## src/rtl/apb_master.sv

```systemverilog
// apb_master: valid/ready command stream to APB3 initiator with one outstanding transfer and access timeout
module apb_master #(
    parameter int ADR_W   = 32,
    parameter int DAT_W   = 32,
    parameter int TIMEOUT = 16
) (
    input  logic             PCLK,
    input  logic             PRESET,
    input  logic             CMD_VALID,
    output logic             CMD_READY,
    input  logic             CMD_WRITE,
    input  logic [ADR_W-1:0] CMD_ADDR,
    input  logic [DAT_W-1:0] CMD_WDATA,
    output logic             RSP_VALID,
    input  logic             RSP_READY,
    output logic [DAT_W-1:0] RSP_RDATA,
    output logic             RSP_ERR,
    output logic             RSP_TOUT,
    output logic [ADR_W-1:0] PADDR,
    output logic             PSEL,
    output logic             PENABLE,
    output logic             PWRITE,
    output logic [DAT_W-1:0] PWDATA,
    input  logic             PREADY,
    input  logic [DAT_W-1:0] PRDATA,
    input  logic             PSLVERR
);
    typedef enum logic [1:0] {IDLE, SETUP, ACCESS, RESP} state_t;
    localparam int CW = TIMEOUT > 0 ? $clog2(TIMEOUT + 1) : 1;
    localparam logic [CW-1:0] CNT_LAST = CW'(TIMEOUT > 0 ? TIMEOUT - 1 : 0);
    state_t state, state_n;
    logic [CW-1:0] cnt, cnt_n;
    logic psel_n, penable_n, pwrite_n, rsp_valid_n, rsp_err_n, rsp_tout_n, tout_hit;
    logic [ADR_W-1:0] paddr_n;
    logic [DAT_W-1:0] pwdata_n, rsp_rdata_n;
    assign CMD_READY = state == IDLE;
    assign tout_hit = (TIMEOUT != 0) && cnt == CNT_LAST;
    // next state and next register values; everything holds unless the current phase changes it
    always_comb begin
        state_n     = state;
        cnt_n       = cnt;
        psel_n      = PSEL;
        penable_n   = PENABLE;
        paddr_n     = PADDR;
        pwrite_n    = PWRITE;
        pwdata_n    = PWDATA;
        rsp_valid_n = RSP_VALID;
        rsp_rdata_n = RSP_RDATA;
        rsp_err_n   = RSP_ERR;
        rsp_tout_n  = RSP_TOUT;
        case (state)
            IDLE: if (CMD_VALID) begin
                state_n  = SETUP;
                psel_n   = 1'b1;
                paddr_n  = CMD_ADDR;
                pwrite_n = CMD_WRITE;
                pwdata_n = CMD_WRITE ? CMD_WDATA : '0;
            end
            SETUP: begin
                state_n   = ACCESS;
                penable_n = 1'b1;
                cnt_n     = '0;
            end
            ACCESS: if (PREADY || tout_hit) begin
                state_n     = RESP;
                psel_n      = 1'b0;
                penable_n   = 1'b0;
                rsp_valid_n = 1'b1;
                rsp_rdata_n = (PREADY && !PWRITE) ? PRDATA : '0;
                rsp_err_n   = PREADY ? PSLVERR : 1'b1;
                rsp_tout_n  = !PREADY;
            end else begin
                cnt_n = &cnt ? cnt : cnt + CW'(1);
            end
            RESP: if (RSP_READY) begin
                state_n     = IDLE;
                rsp_valid_n = 1'b0;
            end
            default: state_n = IDLE;
        endcase
    end
    // state and all APB/response outputs are registered
    always_ff @(posedge PCLK) begin
        if (PRESET) begin
            state     <= IDLE;
            cnt       <= '0;
            PSEL      <= 1'b0;
            PENABLE   <= 1'b0;
            PADDR     <= '0;
            PWRITE    <= 1'b0;
            PWDATA    <= '0;
            RSP_VALID <= 1'b0;
            RSP_RDATA <= '0;
            RSP_ERR   <= 1'b0;
            RSP_TOUT  <= 1'b0;
        end else begin
            state     <= state_n;
            cnt       <= cnt_n;
            PSEL      <= psel_n;
            PENABLE   <= penable_n;
            PADDR     <= paddr_n;
            PWRITE    <= pwrite_n;
            PWDATA    <= pwdata_n;
            RSP_VALID <= rsp_valid_n;
            RSP_RDATA <= rsp_rdata_n;
            RSP_ERR   <= rsp_err_n;
            RSP_TOUT  <= rsp_tout_n;
        end
    end
endmodule

```

## config.mk

```make
export PLATFORM = sky130hd
export DESIGN_NAME = apb_master
export DESIGN_NICKNAME = d
export VERILOG_FILES = /design/src/rtl/apb_master.sv
export SDC_FILE = /design/constraint.sdc
export NUM_CORES = 1
export LEC_CHECK = 0
export ABC_AREA = 1
export CAP_MARGIN = 30
export CORE_MARGIN = 10
export CORE_UTILIZATION = 44
export CTS_BUF_LIST = sky130_fd_sc_hd__clkbuf_8
export DETAILED_ROUTE_END_ITERATION = 6
export GPL_TIMING_DRIVEN = 1
export PLACE_DENSITY = 0.93
export SLEW_MARGIN = 20
export SYNTH_ARGS = -nofsm -noshare
export SYNTH_HDL_FRONTEND = slang
export SYNTH_SLANG_ARGS = --single-unit
```

## constraint.sdc

```tcl
create_clock -name PCLK -period 4.35 [get_ports PCLK]
set_clock_uncertainty 0.1 [all_clocks]
set_input_delay 0.87 -clock PCLK [delete_from_list [all_inputs] [get_ports PCLK]]
set_output_delay 0.87 -clock PCLK [all_outputs]
set_load 0.01 [all_outputs]
```

-- Word-level counts from Yosys, hierarchy flattened
Index checks and enable logic that the tools add are counted.
W data, S select, Z words.
- logic and storage cells: 54
- output and inout port bits: 103
- register bits after elaboration: 109
- reductions and logical operators: 16
- multiplexer cells: 17
- add/sub/neg operators: 1
- eq/ne operators: 9
- operator list (cell ; count):
    $mux W32 ; 2
    $reduce_and A3 Y1 ; 4
    $mux W5 ; 2
    $ne A2 B2 Y1 const B ; 5
    $pmux W5 S2 ; 1
    $pmux W2 S4 ; 1
    $mux W2 ; 3
    $pmux W1 S2 ; 3
    $reduce_and A2 Y1 ; 3
    $reduce_bool A2 Y1 ; 3
    $add A5 B1 Y5 const B ; 1
    $eq A5 B4 Y1 const B ; 1
    $mux W1 ; 5
    $reduce_and A5 Y1 ; 1
    $eq A2 B2 Y1 const B ; 2
    $eq A2 B1 Y1 const B ; 1
    $logic_not A1 Y1 ; 2
    $logic_not A2 Y1 ; 1
    $logic_and A1 B1 Y1 ; 1
    $logic_or A1 B1 Y1 ; 1

-- Longest topological paths before layout
- depth in word-level cells: 4
- mapped depth: 10
- depth with buffers taken out: 10

-- Least setup slack after synthesis
Ideal clock, no wire load.
- path type: input to register
- from: input PREADY
- to: register cnt[2]
- required time: 4.139 ns
- setup time: 0.111 ns
- stages on the path: 6
- path buffers: 0
- setup slack: 2.586 ns
- data arrival time: 1.553 ns
- cell sequence: nor2_1 -> nor2_4 -> nor2_1 -> nand2_1 -> nand2_1 -> nor2_1
- word-level cells in the longest chain between the ends: 3
- RTL lines (what ; RTL line ; text):
    start: declaration ; 24 ; input logic PREADY,
    $logic_or A1 B1 Y1 ; 64 ; ACCESS: if (PREADY || tout_hit) begin
    $ne A2 B2 Y1 (no line) ; -- ;
    $reduce_and A3 Y1 (no line) ; -- ;
    end signal: assignment ; 98 ; cnt <= cnt_n;
    end: declaration ; 32 ; logic [CW-1:0] cnt, cnt_n;
No other way between the ends.
A chain may end at the register's enable or synchronous reset.

-- Worst setup path after layout
- from: register state[0]
- to: output CMD_READY
- word-level cells in the longest chain between the ends: 1
- RTL lines (what ; RTL line ; text):
    start: declaration ; 31 ; state_t state, state_n;
    start signal: assignment ; 97 ; state <= state_n;
    $logic_not A2 Y1 ; 36 ; assign CMD_READY = state == IDLE;
    end: declaration ; 10 ; output logic CMD_READY,
No other way between the ends.

==> reports/metrics.yaml <==
outcome:
  status: "finished clean"
worst_setup_path:
  critPathLaunchType: "flop"
  path_max_fanout: 5
  reg2reg_depth: 10
  end_kind: "output port"
  arrival_ps: 1660
  critPathKind: "reg -> out"
  required_ps: 3380
clock_network:
  cts_made_buffers: 9
  h-tree-depth: 3
  cts_resized: 0
  post_cts_buffers: 0
  clock_latency_ps: 360
  cts_tree: "built"
  clockBufferDepth: 2
  path_clk_slew_ps: 100
  holdBufCountCts: 0
  cts_sinks: 109
  clockRootBuffer: "clkbuf_8"
floorplanning:
  die_h_um: 116
  die-width_um: 116
  start_util_pct: 44.8
  die_area_um2: 13600
  fp.coreArea_um2: 9150
  num_io_pins: 206
  std_cell_rows: 35
placement:
  place_area_um2: 6120
  dp_cells: 812
  io_buffers: 205
  place.gp.congestion: 0.775
  hpwl_um: 10100
  dp_slack_ps: 1510
timing:
  rsz0062_at_grt: "false"
  final-setup-viol-count: 0
  timing.final.ws_setup_ps: 1720
  timing.fmax_mhz: 380
  hold_ws_ps: 370
  drv_slew: 0
  finalSetupTns_ps: 0
  tightestPinTransition_ps: 804
  layout_min_cycle_time_ps: 2630
  period_share_pct: 60.4
  max_slew_margin_pct: 46.3
  finalHoldViolations: 0
synthesis:
  syn_area_um2: 4100
  async_flop_share_pct: 0
  synth_edf_count: 0
  synth_cells: 526
  yosys_warnings: 0
  synth_fp_nets: 635
  synth_seq_cells: 109
  avgSynthCellArea_um2: 7.79
  yosysSeqAreaShare_pct: 53.3
  synth_cell_type_count: 23
  synthFlopType: "dfxtp_1"
power_and_ir_drop:
  totalPowerFinal_mw: 2.84
  p_per_area_nw_per_um2: 451
  p_leak_nw: 2.32
  ir_drop_mv: 0.207
drt:
  drt_iter0_drc: 242
  ant_nets: 0
  vias_per_cell: 5.02
  vias: 4160
  wl_um: 13600
  drc: 0
  detail_route.wl_per_cell_um: 16.4
  firstDrtPassIters: 4
global_routing:
  grt_first_pass_wirelength_um: 20900
  track_usage_pct: 19.3
  antenna_found_initial: 0
  overflow: 0
  grt_pass1_vias: 4226
  grt_max_degree: 68
finish:
  drive_gt1_share_pct: 4.32
  fin_cells: 829
  final_cell_area_um2: 6300
  antenna_cells: 0
  mostFrequentLayoutCells: "204 x clkdlybuf4s50_1, 127 x nand2_1, 109 x dfxtp_1, 84 x nor2_1, 70 x a21oi_1"
  layout_commonest_cell: "clkdlybuf4s50_1"
  fin_util_pct: 68.8
  fin_nets: 822
  synthToLayoutAreaGrowth_pct: 53.7
hold_path:
  hold_path_class: "reg -> reg"
  holdPathStages: 2
job:
  cap_violations: 0
==> routing by layer <==
metal,global-route usage [%],part of all wire [%],vias up
met5,0,0,-
met3,7.65,8.6,25
li1,-,-,2068
met4,8.42,2.8,0
met2,35.7,54,141
met1,18.5,35,1926
==> Yosys cell counts, types with 2 or more instances <==
master | instances | share of area, %
a21oi_1 | 70 | 8.6
nor2_2 | 2 | 0.31
ha_1 | 6 | 1.8
nand3_2 | 4 | 0.98
dfxtp_1 | 109 | 53
inv_2 | 2 | 0.18
inv_1 | 13 | 1.2
buf_2 | 15 | 1.8
clkbuf_1 | 10 | 0.92
clkbuf_2 | 2 | 0.24
nand4_1 | 2 | 0.31
o21ai_1 | 2 | 0.24
buf_4 | 4 | 0.73
nor2_1 | 84 | 7.7
buf_6 | 4 | 1.1
o21ai_0 | 34 | 4.2
nand2_1 | 127 | 12
nand3_1 | 31 | 3.8
==> worst paths after layout <==
kind                       from             to  slack [ps]
setup reg to reg         cnt[0]         cnt[2]        1830
hold reg to reg   RSP_RDATA[15]  RSP_RDATA[15]         370
hold / removal    RSP_RDATA[15]  RSP_RDATA[15]         370
setup / recovery       state[0]      CMD_READY        1720
==> cell type report <==
| class | instances | area (µm²) |
|---|---|---|
| clock buffers | 9 | 124 |
| clock inverters | 7 | 36.3 |
| fillers | 743 | 2860 |
| inverters | 15 | 56.3 |
| multi-input cells | 367 | 1660 |
| flip-flops and latches | 109 | 2180 |
| well taps | 111 | 139 |
| repair buffers | 211 | 2100 |
==> logic make-up (layout without fill, tap and decap cells) <==
group	Yosys count	after routing	share of synthesized area, %
and+or+nand+nor	252	252	25.1
AOI/OAI and AO/OA	109	109	13.6
DFF	109	109	53.3
buffers and inverters	50	242	6.20
adders and majority gates	6	6	1.83
==> worst max-delay path, cell delays in order, from the launching register on <==
cell and delay [ps]:
dfxtp_1 330, inv_1 100, ha_1 270, clkdlybuf4s50_1 610
==> sequential cells by signal (all words and copies together) (netlist names), 2 cells and up <==
name,count
cnt,5
state,2
PWDATA,32
RSP_RDATA,32
PADDR,32
==> power by group <==
part / switching (mW) / internal, mW / total, mW
Combinational: 0.561 / 0.502 / 1.06
Sequential: 0.0901 / 1.16 / 1.25
Clock: 0.330 / 0.201 / 0.531
Power figures use the tool's default switching activity.
